File: config.mk
export PLATFORM = sky130hd
export DESIGN_NAME = am_handler_dispatch
export DESIGN_NICKNAME = d
export VERILOG_FILES = /design/src/rtl/shoal_handler_pkg.sv /design/src/rtl/am_dispatch_out_stage.sv /design/src/rtl/am_handler_dispatch.sv
export SDC_FILE = /design/constraint.sdc
export NUM_CORES = 1
export LEC_CHECK = 0
export ABC_AREA = 0
export CORE_MARGIN = 2
export CORE_UTILIZATION = 51
export DETAILED_ROUTE_END_ITERATION = 8
export DONT_BUFFER_PORTS = 1
export PLACE_DENSITY = 0.66
export SLEW_MARGIN = 0
export SYNTH_ARGS = -nofsm -noshare
export SYNTH_HDL_FRONTEND = slang
export SYNTH_SLANG_ARGS = --single-unit
File: constraint.sdc
create_clock -name clock -period 3.8 [get_ports clock]
set_input_delay 0.38 -clock clock [delete_from_list [all_inputs] [get_ports clock]]
set_output_delay 0.38 -clock clock [all_outputs]
set_load 0.01 [all_outputs]
File: src/rtl/shoal_handler_pkg.sv
// Shared definitions for the Active Message handler dispatch path:
// header field positions and the dispatcher state encoding.
package shoal_handler_pkg;

  localparam int AM_DEST_LSB    = 24;
  localparam int AM_DEST_MSB    = 39;
  localparam int AM_HANDLER_LSB = 56;
  localparam int AM_HANDLER_MSB = 59;
  localparam int AM_HANDLER_W   = AM_HANDLER_MSB - AM_HANDLER_LSB + 1;

  typedef enum logic [1:0] {
    ST_HEADER = 2'd0,
    ST_FWD    = 2'd1,
    ST_DROP   = 2'd2
  } dispatch_state_e;

endpackage

File: src/rtl/am_dispatch_out_stage.sv
// One-entry registered output stage shared by all kernel channels; valid is
// demultiplexed by the stored channel tag and ready is selected by it.
module am_dispatch_out_stage
  import shoal_handler_pkg::*;
#(
  parameter int NUM_KERNELS  = 2,
  parameter int DATA_WIDTH   = 64,
  parameter int KERNEL_WIDTH = 1
) (
  input  logic                    clock,
  input  logic                    reset_n,
  input  logic                    load,
  input  logic [DATA_WIDTH-1:0]   load_data,
  input  logic                    load_last,
  input  logic [KERNEL_WIDTH-1:0] load_sel,
  input  logic [AM_HANDLER_W-1:0] load_handler,
  output logic                    can_load,
  output logic [DATA_WIDTH-1:0]   m_axis_tdata,
  output logic                    m_axis_tlast,
  output logic [NUM_KERNELS-1:0]  m_axis_tvalid,
  input  logic [NUM_KERNELS-1:0]  m_axis_tready,
  output logic [AM_HANDLER_W-1:0] m_handler_id
);

  logic                    out_valid_reg;
  logic [DATA_WIDTH-1:0]   data_reg;
  logic                    last_reg;
  logic [KERNEL_WIDTH-1:0] out_sel_reg;
  logic [AM_HANDLER_W-1:0] handler_reg;
  logic                    unload;

  assign unload   = out_valid_reg && m_axis_tready[out_sel_reg];
  // A beat may enter while the previous one leaves, giving full-rate flow.
  assign can_load = !out_valid_reg || m_axis_tready[out_sel_reg];

  always_ff @(posedge clock) begin
    if (!reset_n) begin
      out_valid_reg <= 1'b0;
      data_reg      <= '0;
      last_reg      <= 1'b0;
      out_sel_reg   <= '0;
      handler_reg   <= '0;
    end else if (load) begin
      out_valid_reg <= 1'b1;
      data_reg      <= load_data;
      last_reg      <= load_last;
      out_sel_reg   <= load_sel;
      handler_reg   <= load_handler;
    end else if (unload) begin
      out_valid_reg <= 1'b0;
    end
  end

  genvar gi;
  generate
    for (gi = 0; gi < NUM_KERNELS; gi++) begin : g_valid_demux
      assign m_axis_tvalid[gi] = out_valid_reg && (out_sel_reg == KERNEL_WIDTH'(gi));
    end
  endgenerate

  assign m_axis_tdata = data_reg;
  assign m_axis_tlast = last_reg;
  assign m_handler_id = handler_reg;

endmodule

File: src/rtl/am_handler_dispatch.sv
// Active Message handler dispatcher: routes each packet to a per-kernel stream
// by its header destination, dropping out-of-range packets.
// Define AM_HANDLER_DISPATCH_STATS_EN to build the per-channel packet counters.
module am_handler_dispatch
  import shoal_handler_pkg::*;
#(
  parameter int NUM_KERNELS = 2,
  parameter int DATA_WIDTH  = 64,
  parameter int CNT_WIDTH   = 16
) (
  input  logic                             clock,
  input  logic                             reset_n,
  input  logic [DATA_WIDTH-1:0]            axis_handler_tdata,
  input  logic                             axis_handler_tlast,
  input  logic                             axis_handler_tvalid,
  output logic                             axis_handler_tready,
  input  logic [15:0]                      address_offset,
  output logic [DATA_WIDTH-1:0]            m_axis_tdata,
  output logic                             m_axis_tlast,
  output logic [NUM_KERNELS-1:0]           m_axis_tvalid,
  input  logic [NUM_KERNELS-1:0]           m_axis_tready,
  output logic [3:0]                       m_handler_id,
  output logic [CNT_WIDTH-1:0]             drop_count,
  output logic [NUM_KERNELS*CNT_WIDTH-1:0] pkt_count
);

  localparam int KERNEL_WIDTH = (NUM_KERNELS == 1) ? 1 : $clog2(NUM_KERNELS);

  dispatch_state_e         state_reg, state_next;
  logic [KERNEL_WIDTH-1:0] sel_reg, sel_next;
  logic [AM_HANDLER_W-1:0] handler_reg, handler_next;
  logic [CNT_WIDTH-1:0]    drop_count_reg;

  logic [15:0]             hdr_dest;
  logic [AM_HANDLER_W-1:0] hdr_handler;
  logic [KERNEL_WIDTH-1:0] hdr_sel;
  logic                    in_range;
  logic                    tready_int;
  logic                    accept;
  logic                    load;
  logic [KERNEL_WIDTH-1:0] load_sel;
  logic [AM_HANDLER_W-1:0] load_handler;
  logic                    drop_inc;
  logic                    can_load;

  // Modular subtraction: IDs below the offset wrap high and fall out of range.
  assign hdr_dest    = axis_handler_tdata[AM_DEST_MSB:AM_DEST_LSB] - address_offset;
  assign hdr_handler = axis_handler_tdata[AM_HANDLER_MSB:AM_HANDLER_LSB];
  assign hdr_sel     = hdr_dest[KERNEL_WIDTH-1:0];
  assign in_range    = hdr_dest < 16'(NUM_KERNELS);

  always_comb begin
    tready_int = 1'b0;
    case (state_reg)
      ST_HEADER: tready_int = in_range ? can_load : 1'b1;
      ST_FWD:    tready_int = can_load;
      ST_DROP:   tready_int = 1'b1;
      default:   tready_int = 1'b0;
    endcase
  end

  assign axis_handler_tready = tready_int && reset_n;
  assign accept              = axis_handler_tvalid && axis_handler_tready;

  always_comb begin
    state_next   = state_reg;
    sel_next     = sel_reg;
    handler_next = handler_reg;
    load         = 1'b0;
    load_sel     = sel_reg;
    load_handler = handler_reg;
    drop_inc     = 1'b0;
    case (state_reg)
      ST_HEADER: begin
        if (accept) begin
          if (in_range) begin
            load         = 1'b1;
            load_sel     = hdr_sel;
            load_handler = hdr_handler;
            sel_next     = hdr_sel;
            handler_next = hdr_handler;
            state_next   = axis_handler_tlast ? ST_HEADER : ST_FWD;
          end else begin
            drop_inc   = 1'b1;
            state_next = axis_handler_tlast ? ST_HEADER : ST_DROP;
          end
        end
      end
      ST_FWD: begin
        if (accept) begin
          load = 1'b1;
          if (axis_handler_tlast) state_next = ST_HEADER;
        end
      end
      ST_DROP: begin
        if (accept && axis_handler_tlast) state_next = ST_HEADER;
      end
      default: state_next = ST_HEADER;
    endcase
  end

  always_ff @(posedge clock) begin
    if (!reset_n) begin
      state_reg      <= ST_HEADER;
      sel_reg        <= '0;
      handler_reg    <= '0;
      drop_count_reg <= '0;
    end else begin
      state_reg   <= state_next;
      sel_reg     <= sel_next;
      handler_reg <= handler_next;
      if (drop_inc && drop_count_reg != {CNT_WIDTH{1'b1}})
        drop_count_reg <= drop_count_reg + CNT_WIDTH'(1);
    end
  end

  assign drop_count = drop_count_reg;

  am_dispatch_out_stage #(
    .NUM_KERNELS  (NUM_KERNELS),
    .DATA_WIDTH   (DATA_WIDTH),
    .KERNEL_WIDTH (KERNEL_WIDTH)
  ) u_out_stage (
    .clock         (clock),
    .reset_n       (reset_n),
    .load          (load),
    .load_data     (axis_handler_tdata),
    .load_last     (axis_handler_tlast),
    .load_sel      (load_sel),
    .load_handler  (load_handler),
    .can_load      (can_load),
    .m_axis_tdata  (m_axis_tdata),
    .m_axis_tlast  (m_axis_tlast),
    .m_axis_tvalid (m_axis_tvalid),
    .m_axis_tready (m_axis_tready),
    .m_handler_id  (m_handler_id)
  );

`ifdef AM_HANDLER_DISPATCH_STATS_EN
  genvar gi;
  generate
    for (gi = 0; gi < NUM_KERNELS; gi++) begin : g_pkt_cnt
      logic [CNT_WIDTH-1:0] cnt_reg;
      always_ff @(posedge clock) begin
        if (!reset_n)
          cnt_reg <= '0;
        else if (m_axis_tvalid[gi] && m_axis_tready[gi] && m_axis_tlast &&
                 cnt_reg != {CNT_WIDTH{1'b1}})
          cnt_reg <= cnt_reg + CNT_WIDTH'(1);
      end
      assign pkt_count[gi*CNT_WIDTH +: CNT_WIDTH] = cnt_reg;
    end
  endgenerate
`else
  assign pkt_count = '0;
`endif

endmodule

==> results of run 1 <==
stage by stage:
stage | instances | cell area [µm²] | hold WS, ps | setup slack [ps]
floorplan | 685 | 5390 | 452 | 553
global placement | 749 | 5170 | 472 | 227
detailed placement | 749 | 5170 | 489 | 184
CTS | 765 | 5350 | 105 | 173
global route | 765 | 5360 | 96.5 | 54.5
finish | 765 | 5360 | 115 | 263
routing by layer:
metal,global-route usage,vias to the layer above,part of all wire
li1,-,2250,-
met1,0.275,2221,0.41
met2,0.402,168,0.49
met3,0.0847,14,0.090
met4,0.0714,0,0.014
met5,0,-,0
report_power, final:
group / switching (µW) / internal (µW) / leakage (µW)
registers: 5.81 / 987 / 0.000757
logic: 196 / 95.9 / 0.00104
clock network: 373 / 249 / 0.0000854
final timing paths:
path	end	slack (ps)	cells past startpoint
max	axis_handler_tready	260	12
min	state_reg[0]$_SDFFE_PN0P_	120	1
max reg2reg	u_out_stage.out_sel_reg$_SDFFE_PN0P_	1350	6
min reg2reg	handler_reg[2]$_SDFF_PN0_	500	2
layout make-up:
class | count | area, µm²
repair buffers | 10 | 100
clock buffers | 10 | 128
fillers | 1009 | 4820
flip-flops and latches | 94 | 1880
well taps | 136 | 170
clock inverters | 6 | 52.6
multi-input cells | 484 | 2940
inverters | 25 | 93.8
placed cells by master, fill, tap and decap left out, types with 3 or more instances in the layout:
cell,instances
conb_1,32
buf_4,8
nand2b_1,6
nand3_1,76
nor4b_1,3
or4_1,9
inv_1,24
a211oi_1,6
o2111ai_1,3
ha_1,16
nand4_1,4
o21ai_1,6
o211ai_1,4
nor2_1,20
xnor2_1,3
nand2_1,24
and3_1,5
a21o_1,5
o21ai_0,76
or3_1,5
dfxtp_1,94
a21oi_1,96
nor2b_1,4
and2_1,8
nor3_1,5
mux2i_1,13
clkbuf_8,9
nor4_1,4
o31ai_1,9
Yosys cell counts (all sizes together), types with 13 or more instances:
master  number
ha          16
mux2i       13
clkbuf      26
nand3       77
o21ai       82
inv         25
nand2       25
buf         56
nor2        21
a21oi       97
dfxtp       94
cells by family after synthesis:
group	Yosys count
and+or+nand+nor	185
adders and majority gates	17
muxes	13
xor gates and xnor gates	5
AOI/OAI and AO/OA	232
other	1
buffers and inverters	107
DFF	94
repair_timing:
item                                    in CTS  in global routing
endpoints found under the setup margin       0                  1
hold buffers                                 0                  0
gates resized for setup                      0                  2
==> qor.csv, run 1 <==
metric;value;unit
Netlist cell types;63;
min-delay worst type;in2reg;
Critical Path Fanout Max;7;
First-pass DRT Iterations;4;
Antenna Nets Post-Route;0;
H-tree depth;3;
complex-gate fraction of the synthesized area;0.265;
TritonCTS Buffers;9;
TritonCTS clock tree;built;
Min-Delay Startpoint;axis_handler_tlast;
Final Hold Vio Count;0;
register area share after synthesis;0.357;
Worst EP required;3420;ps
fmax;0.283;GHz
CP startpoint kind;input pin;
PortBufs;0;
initial antenna violation count;0;
total length of routed wires;13800;µm
#FFs+latches synth;94;
Max Cap Viol;0;
critical path type;in2out;
die height;106;µm
Adder-Cell Fraction of Synth Area;0.0418;
mean area per synthesized cell;8.06;µm²
top cell type's share of synthesized area;0.357;
fraction of layout cells with a size suffix above 1;0.0684;
area of the mapped netlist;5270;µm²
Critical Path, Cell by Cell;inv_1 > ha_1 > a21oi_4 > o21ai_0 > a221oi_2 > or2_2 > o2111ai_1 > nor4_1 > buf_4 > and4_1 > a21oi_1 > o21a_1;
CTS clock-pin slew for the worst setup and hold paths;100;ps
CP max-delay cell;a221oi_2;
Post-Synthesis Cells;654;
DRC viols;0;
Slew headroom;0.292;
synth warn;0;
CTS sink cnt;94;
RSZ-0062 raised after global routing;no;
Leakage;0.00188;µW
max FFs per register;64;
Vias;4653;
antenna diode count;0;
floorplan row count;37;
peak supply drop;215;µV
Worst Max-Slew Pin Slew;1060;ps
worst r2r src;u_out_stage.out_sel_reg$_SDFFE_PN0P_;
clock tree buffer depth;2;
largest net degree at the start of global routing;86;
synthesized-area fraction occupied by and/or/nand/nor cells;0.188;
Die X;106;µm
remaining global-route overflow;0;
aggregate global-route resource usage;0.235;
Via density;6.08;
Starting DRT DRC Count;202;
vias in the first global route;4404;
share of synthesized registers carrying an async set or reset;0;
Net count, final;727;
Core Area;10200;µm²
final slew viol count;0;
postcts setup bufs;0;
starting density of the core;0.517;
outcome;finished, final reports clean;
die area;11200;µm²
Setup Viol. Count Final;0;
hpwl dp;9620;µm
Top FF cell, synth;dfxtp_1;
top cells by area, synth;dfxtp_1 36%, a21oi_1 9.1%, nand3_1 7.2%;
Final period util;0.931;
Syn-to-layout area delta;1.80;%
Worst path top cell family by delay;compound AO/OA/AOI/OAI gates;
CP bufs+invs;2;
Post-Route Setup TNS;0;ps
Final Wtd Congestion;0.949;
Worst Skew;15.8;ps
CP peak stage delay;500;ps
Worst-Skew Late Latency;360;ps
Total Power;1910;µW
area leader, netlist;dfxtp_1;
Worst Setup End Kind;output port;
largest family of logic cells by synthesized area;compound AO/OA/AOI/OAI gates;
first-pass GRT wire length;21600;µm
PwrDens;356;nW/µm²
EDFF count, synth;0;
Post-Synth XOR/XNOR Area;0.00831;
WL per Instance;18.0;µm
multiplexer share of the synthesized area;0.0247;
Worst setup startpoint;address_offset[6];
I/O Pins;206;
final core occ;0.527;
Final Critical Period;3540;ps
critical path arrival;3160;ps
clock root buffer;clkbuf_8;
(Power assumes the default switching activity.)
==> inputs of run 2 (changes only) <==
- CORE_ASPECT_RATIO: unset -> 1.5
==> run 2 against run 1 <==
Compared with the run above: clock power up 42%; largest power group unchanged; clock skew fell by 8.5 ps; largest cell class unchanged; wire length rose by 3.7%; non-clock buffer count is 8 higher; critical endpoint unchanged.
==> qor.csv, run 2 (synthesis results as in run 1) <==
metric;value;unit;change
final core occ;0.551;;+0.0239
fmax;0.277;GHz;-2.1%
Vias;4722;;+1.5%
clock tree buffer depth;2;;unchanged
final cell count without fillers;754;;-1.4%
Min-Delay Startpoint;axis_handler_tlast;;
Final Hold Vio Count;0;;unchanged
Worst Max-Slew Pin Slew;1050;ps;-6.96 ps
Worst EP required;3420;ps;about the same
Slew headroom;0.295;;+0.00215
Leakage;0.00198;µW;+5.5%
DRC viols;0;;unchanged
Net count, final;735;;+1.1%
Die X;87.0;µm;-18%
Filler cells;1003;;-0.59%
TritonCTS Buffers;9;;unchanged
Max Cap Viol;0;;unchanged
critical path type;in2out;;
PortBufs;0;;unchanged
CTS clock-pin slew for the worst setup and hold paths;70;ps;-30 ps
floorplan row count;45;;+22%
Antenna Nets Post-Route;0;;unchanged
TritonCTS clock tree;built;;
Critical Path Fanout Max;4;;-3
dpl ws;101;ps;-83.5 ps
Worst Skew;7.22;ps;-8.54 ps
worst r2r src;u_out_stage.out_sel_reg$_SDFFE_PN0P_;;
H-tree depth;3;;unchanged
most common cell after layout, fill and taps aside;a21oi_1;;
starting density of the core;0.523;;+0.00546
Starting DRT DRC Count;285;;+41%
die area;11200;µm²;+0.15%
critical path arrival;3230;ps;+70 ps
clock root buffer;clkbuf_16;;
Worst Hold End;state_reg[0]$_SDFFE_PN0P_;;
final slew viol count;0;;unchanged
RSZ-0062 raised after global routing;no;;
Post-Route Setup TNS;0;ps;unchanged
CP startpoint kind;input pin;;
outcome;finished, final reports clean;;
aggregate global-route resource usage;0.246;;+0.0106
PwrDens;392;nW/µm²;+10%
Setup Viol. Count Final;0;;unchanged
Worst Setup End Kind;output port;;
initial antenna violation count;0;;unchanged
Placed Cells;738;;-1.5%
Reg2Reg Setup Slack;1360;ps;about the same
first-pass GRT wire length;21800;µm;+0.89%
Via density;6.26;;+3.0%
max FFs per register;64;;unchanged
fraction of layout cells with a size suffix above 1;0.0801;;+0.0117
Syn-to-layout area delta;5.32;%;
total length of routed wires;14300;µm;+3.7%
cells on worst reg2reg path;6;;unchanged
hpwl dp;10300;µm;+7.5%
largest net degree at the start of global routing;86;;unchanged
Core Area;10100;µm²;-1.0%
antenna diode count;0;;unchanged
hold path depth;1;;unchanged
postcts setup bufs;0;;unchanged
register area;1880;µm²;unchanged
worst r2r dst;u_out_stage.m_handler_id[1]$_SDFFE_PN0P_;;
setup ws final;189;ps;-74.2 ps
die height;128;µm;+22%
remaining global-route overflow;0;;unchanged
Worst-Skew Late Latency;340;ps;-20 ps
area of the multi-input gates;2940;µm²;about the same
CTS sink cnt;94;;unchanged
Final Wtd Congestion;0.913;;-3.7%
I/O Pins;206;;unchanged
Final period util;0.950;;+0.0195
peak supply drop;333;µV;+55%
WL per Instance;19.0;µm;+5.2%
min-delay worst type;in2reg;;
commonest cells after routing, fill and taps aside;96 x a21oi_1, 94 x dfxtp_1, 76 x o21ai_0, 76 x nand3_1, 32 x conb_1;;
First-pass DRT Iterations;5;;+1
Final Critical Period;3610;ps;+74.2 ps
hold-fix buffers at CTS;0;;unchanged
vias in the first global route;4379;;-0.57%
==> run 2: timing repair <==
action | 4_1_cts | 5_1_grt
endpoints found under the hold margin | 0 | 0
endpoints found under the setup margin | 0 | 1
gates resized for setup | 0 | 1
==> run 2: worst max path at each step <==
| stage | cells past startpoint | to | start |
|---|---|---|---|
| 6_report | 12 | axis_handler_tready | axis_handler_tdata[24] |
| 3_3_place_gp | 12 | axis_handler_tready | axis_handler_tdata[24] |
| 4_1_cts | 12 | axis_handler_tready | axis_handler_tdata[24] |
| 2_1_floorplan | 12 | axis_handler_tready | axis_handler_tdata[24] |
| 3_5_place_dp | 14 | u_out_stage.m_axis_tdata[1]$_SDFFE_PN0P_ | axis_handler_tdata[24] |
| 5_1_grt | 12 | axis_handler_tready | axis_handler_tdata[24] |
==> run 2: per-layer routing <==
| layer | vias to the layer above | wire (µm) | global-route usage |
|---|---|---|---|
| li1 | 2279 | - | - |
| met1 | 2220 | 5140 | 0.272 |
| met2 | 201 | 7690 | 0.435 |
| met3 | 22 | 1170 | 0.0763 |
| met4 | 0 | 305 | 0.0882 |
| met5 | - | 0 | 0 |
==> run 2: stage by stage <==
step	hold slack, ps	cell area, µm²	power (µW)
floorplan	452	5390	1270
global placement	486	5250	1300
detailed placement	488	5250	1310
CTS	120	5540	2190
global route	131	5550	2260
finish	133	5550	2170
==> run 2: where the power goes <==
part / leakage [µW] / switching (µW) / internal (µW)
sequential: 0.000757 / 5.48 / 987
clock: 0.000143 / 422 / 461
combinational: 0.00109 / 201 / 97.0
total: 0.00198 / 628 / 1550
==> run 2: layout make-up <==
class                   count  share of cell area
clock buffers               9              0.0406
clock inverters             7              0.0124
inverters                  25              0.0169
multi-input cells         484               0.529
flip-flops and latches     94               0.339
well taps                 117              0.0264
repair buffers             18              0.0356
==> run 2: critical path, stage by stage <==
cell and delay [ps]:
inv_1 20, ha_1 220, fa_1 400, nand2b_1 180, a211oi_1 320, o21ai_1 230
mux2i_1 190, a32o_1 260, nor4_4 400, and4_1 310, a21oi_1 90, o21a_1 230
==> patch 1, RTL diff (flow settings as in run 1) <==
`NUM_KERNELS` is set to 2 in 2 places; all go to 4.
--- a/src/rtl/am_dispatch_out_stage.sv
+++ b/src/rtl/am_dispatch_out_stage.sv
@@ -5,3 +5,3 @@
 #(
-  parameter int NUM_KERNELS  = 2,
+  parameter int NUM_KERNELS  = 4,
   parameter int DATA_WIDTH   = 64,
--- a/src/rtl/am_handler_dispatch.sv
+++ b/src/rtl/am_handler_dispatch.sv
@@ -6,3 +6,3 @@
 #(
-  parameter int NUM_KERNELS = 2,
+  parameter int NUM_KERNELS = 4,
   parameter int DATA_WIDTH  = 64,
Ports: changed (resized m_axis_tready, m_axis_tvalid and pkt_count); port bits go from 206 to 242. No check against the original RTL was run, so the function may have changed too.
==> patch 1 against run 1 <==
Register-to-register slack worse by 0.22 ns. Clock skew down 0.0028 ns. Clock power up 1%. Largest power group unchanged. Via count down 19%. Worst setup slack better by 0.53 ns. Sequential cell count up 2. Hold slack better by 0.040 ns. Final area down 4.4%. Total power down 2.9%. Global-route usage down 4.7 points. Wire length down 22%. Synthesized area down 2.4%. Combinational power down 27%. Highest routed layer unchanged. Critical path depth unchanged.
==> patch 1: results (changes against run 1) <==
* Status: finished, final reports clean
* NumNets Final at 669 (-8.0%)
* H-tree depth at 3 (unchanged)
* Layout cells sized above 1 at 4.92% (-1.9 points)
* Hold Startpoint: reset_n
* DR vias at 3758 (-19%)
* Post-synth cell types at 55 (-13%)
* Critical Path Fanout Max at 4 (-3)
* Iteration-0 DRC Markers at 160 (-21%)
* Diodes inserted at 0 (unchanged)
* Worst Max-Slew Pin Slew at 0.791 ns (-0.271 ns)
* Static Leak at 1.96 nW (+3.9%)
* WP data arrival at 2.63 ns (-0.53 ns)
* Peak supply drop at 0.240 mV (+12%)
* First-pass iteration count of the detailed router at 4 (unchanged)
* RD Place Congestion at 0.839 (-12%)
* Reg2reg path depth at 8 (+2)
* CP max-delay cell: fa_1
* DP HPWL at 8050 um (-16%)
* Min-Delay Endpoint: sel_reg[1]$_SDFF_PN0_
* CTS root buf: clkbuf_8
* CTS clock-pin slew for the worst setup and hold paths at roughly 0.090 ns
* Final Skew at 0.0129 ns (-0.00284 ns)
* Post-synthesis sequential area ratio at 37.4% (+1.6 points)
* Final hold slack at 0.155 ns (+0.0397 ns)
* Initial antenna violation count at 0 (unchanged)
* # port buffers at 0 (unchanged)
* First-pass GRT wire length at 17000 um (-21%)
* Vias in the first global route at 3465 (-21%)
* Cts bufs inserted at 9 (unchanged)
* Total track usage at 18.8% (-4.7 points)
* Worst skew pair latency at between 0.3 and 0.4 ns
* Top post-synthesis cells by count: dfxtp_1 (96), nor2_1 (90), mux2i_1 (80)
* Postcts setup bufs at 0 (unchanged)
* CP top delay family: simple AND/OR/NAND/NOR gates
* Worst Hold Class: in2reg
* R2r endpoint: drop_count[1]$_SDFFE_PN0P_
* Slowest stage delay, CP at 0.38 ns (-0.12 ns)
* Max clock buf depth at 2 (unchanged)
* Max FFs per register at 64 (unchanged)
* Wire per inst at 15.4 um (-15%)
* Reg2reg setup slack at 1.13 ns (-0.22 ns)
* Post-cts resize count at 0 (unchanged)
* Ys async rst share at 0% (unchanged)
* Syn. warnings at 0 (unchanged)
* Largest net degree at the start of global routing at 78 (-9.3%)
* Min-Delay Path Depth at 1 (unchanged)
* Reg2reg start: drop_count[0]$_SDFFE_PN0P_
* Synth top area cells: dfxtp_1 (37%), mux2i_1 (16%), buf_4 (10%), nor2_1 (6.6%), ha_1 (3.9%)
==> patch 1: cell types whose count changed after synthesis, moves of 32 or more <==
cell     delta
nor2_1     +69
nand3_1    -68
mux2i_1    +67
o21ai_0    -67
a21oi_1    -64
buf_4      +32
==> patch 1: cell type report <==
class                           count  area, um^2
Multi-Input combinational cell    428        2720
Sequential cell                    96        1920
Clock buffer                       10         128
Tap cell                          133         166
Inverter                           26        97.6
Timing Repair Buffer                3        35.0
Fill cell                         940        4650
Clock inverter                      6        53.8
==> patch 1: kinds of logic after synthesis <==
logic type / after synthesis / share of synthesized area, %
simple gates: 173 / 15.7
buf+inv: 115 / 14.6
flops: 96 / 37.4
compound gates: 86 / 10.8
mux: 81 / 16.0
fa+ha+maj: 17 / 4.28
xor+xnor: 7 / 1.19
other cells: 1 / 0.0729
==> patch 1: routing by layer <==
| layer | vias to the layer above | track usage [%] | wire length [um] |
|---|---|---|---|
| li1 | 1841 | - | - |
| met1 | 1727 | 22.1 | 4390 |
| met2 | 178 | 32.3 | 5240 |
| met3 | 12 | 6.64 | 1010 |
| met4 | 0 | 5.69 | 137 |
| met5 | - | 0 | 0 |
==> patch 1: worst register-to-register path, cell delays in order (launching register included) <==
cell and delay, ns:
dfxtp_1 0.49, ha_1 0.23, and3_1 0.18, and3_1 0.19, nand3_1 0.20, o311ai_2 0.66, buf_4 0.34, mux2i_1 0.20
nor2_1 0.05
==> patch 1: how the worst max path moves through the flow <==
stage	endpoint	slack, ns	from	cells after the start
5_1_grt	u_out_stage.m_axis_tdata[1]$_SDFFE_PN0P_	0.57	axis_handler_tdata[24]	13
6_report	axis_handler_tready	0.79	axis_handler_tdata[24]	12
3_5_place_dp	u_out_stage.m_axis_tdata[15]$_SDFFE_PN0P_	0.47	axis_handler_tdata[24]	13
4_1_cts	axis_handler_tready	0.78	axis_handler_tdata[24]	12
3_3_place_gp	u_out_stage.m_axis_tdata[21]$_SDFFE_PN0P_	0.55	axis_handler_tdata[24]	13
2_1_floorplan	u_out_stage.m_axis_tdata[10]$_SDFFE_PN0P_	0.85	axis_handler_tdata[24]	15
==> patch 1: where the power goes <==
group	switching (W)	leakage, nW	internal [W]
Sequential	0.00000364	0.773	0.00101
Combinational	0.000140	1.10	0.0000730
Clock	0.000380	0.0860	0.000248
==> patch 1: per-stage QoR <==
step	worst slack, ns	instances	utilization (%)	power (W)	area [um^2]
detailed placement	0.472	686	50.6	0.00124	4940
floorplan	0.850	639	-	0.00126	5380
global route	0.573	702	52.4	0.00194	5130
finish	0.794	702	52.4	0.00185	5130
global placement	0.546	686	50.6	0.00124	4940
CTS	0.785	702	52.4	0.00188	5130
==> patch 2, RTL diff (settings of run 1) <==
Made on the original files. Register the input `address_offset` before use. The logic sees it one clock later. The other inputs are not delayed to match.
--- a/src/rtl/am_handler_dispatch.sv
+++ b/src/rtl/am_handler_dispatch.sv
@@ -28,2 +28,8 @@
 
+  logic [15:0] address_offset_q;
+
+  always_ff @(posedge clock) begin
+    address_offset_q <= address_offset;
+  end
+
   dispatch_state_e         state_reg, state_next;
@@ -46,3 +52,3 @@
   // Modular subtraction: IDs below the offset wrap high and fall out of range.
-  assign hdr_dest    = axis_handler_tdata[AM_DEST_MSB:AM_DEST_LSB] - address_offset;
+  assign hdr_dest    = axis_handler_tdata[AM_DEST_MSB:AM_DEST_LSB] - address_offset_q;
   assign hdr_handler = axis_handler_tdata[AM_HANDLER_MSB:AM_HANDLER_LSB];
Behaviour: not the same (Yosys sat finds a counterexample within 4 cycles, from zero or initial values and one cycle with reset_n low).
==> patch 2 against run 1 <==
Worst setup slack got worse by 0.042 ns. Synthesized area up 1.3%. Total power increased by 11%. Non-clock buffer count is 2 higher. Synthesized cell count fell by 12%. Final area increased by 3.4%. Combinational power is 16% lower. Global-route usage down 3.1 points. Sequential cell count rose by 16. Wire length is 14% lower. Largest cell class unchanged. Critical path depth is 1 lower.
==> patch 2: results (changes against run 1) <==
* Status: finished, final reports clean
* First-pass GRT wire length at 18500 um (-14%)
* Synth top area cells: dfxtp_1 (41%), mux2i_1 (15%), nor2_1 (6.3%), buf_4 (5.5%), ha_1 (3.8%)
* Reg2reg path depth at 11 (+5)
* Startpoint Class: flop
* Min-Delay Path Depth at 0 (-1)
* Post-synthesis sequential area ratio at 41.3% (+5.6 points)
* Top post-synthesis cells by count: dfxtp_1 (110), nor2_1 (89), mux2i_1 (81)
* Pint at 0.00151 W (+14%)
* CP max-delay cell: fa_1
* Worst skew pair latency at 0.38 ns (+0.02 ns)
* Mux share of post-synthesis cell area at 15.4% (+13 points)
* Post-synthesis compound-gate area fraction at 12.8% (-14 points)
* Xor/xnor share of the synthesized area at 1.15% (+0.32 points)
* Slew headroom at 55.9% (+27 points)
* Largest net degree at the start of global routing at 67 (-22%)
* Peak supply drop at 0.202 mV (-5.8%)
* Static Leak at 2.07 nW (+10%)
* DP HPWL at 8720 um (-9.4%)
* Min-Delay Endpoint: address_offset_q[7]$_DFF_P_
* First-pass iteration count of the detailed router at 5 (+1)
* Slowest stage delay, CP at 0.40 ns (-0.10 ns)
* R2r endpoint: u_out_stage.m_handler_id[1]$_SDFFE_PN0P_
* WP data arrival at 3.20 ns (+0.04 ns)
* Post-synth cell types at 64 (+1.6%)
* Placed instance area at 0.00529 mm^2 (+2.2%)
==> patch 2: changes by cell type after synthesis, sizes merged, moves of 16 or more <==
cell	run 1	this run
a21oi	97	25
dfxtp	94	110
mux2i	13	81
nand3	77	10
nor2	21	89
o21ai	82	16
==> patch 2: final cells by class <==
class / instances / area (um^2)
clock inverter: 7 / 75.1
fill: 931 / 4680
sequential: 110 / 2200
inverter: 23 / 86.3
tap: 136 / 170
timing repair buffer: 12 / 118
clock buffer: 9 / 124
multi-input combinational: 410 / 2770
==> patch 2: critical path: cells and delay by family, from the launching register on <==
family / cells / cell delay, ns
flops: 1 / 0.32
compound gates: 4 / 0.91
fa+ha+maj: 2 / 0.60
simple gates: 5 / 0.99
==> patch 2: metrics by stage <==
step           power (W)  hold WS (ns)  std cells  setup slack (ns)  utilization [%]
5_1_grt          0.00222       0.00225        707           0.00940             54.2
2_1_floorplan    0.00142         0.408        606             0.708                -
6_report         0.00212        0.0237        707             0.221             54.2
3_5_place_dp     0.00143         0.408        685             0.353             51.7
3_3_place_gp     0.00143         0.408        685             0.468             51.7
4_1_cts          0.00214       0.00231        705             0.220             54.0
==> patch 2: what timing repair did <==
item,in CTS,in global routing
setup buffers,0,0
hold buffers,4,2
hold endpoints to repair,4,2
==> patch 2: power by group through the flow <==
stage | sequential (W) | combinational [W] | clock (W)
after floorplan | 0.00119 | 0.000224 | 0
after global placement | 0.00119 | 0.000233 | 0
after detailed placement | 0.00120 | 0.000235 | 0
after CTS | 0.00117 | 0.000240 | 0.000733
after global routing | 0.00117 | 0.000270 | 0.000777
final | 0.00117 | 0.000244 | 0.000709
==> patch 2: metal layers <==
layer	share of wire (%)	GRT usage, %	vias to the layer above
li1	-	-	1921
met1	43	24.9	1775
met2	47	33.8	218
met3	8.9	6.56	14
met4	1.4	7.42	0
met5	0	0	-
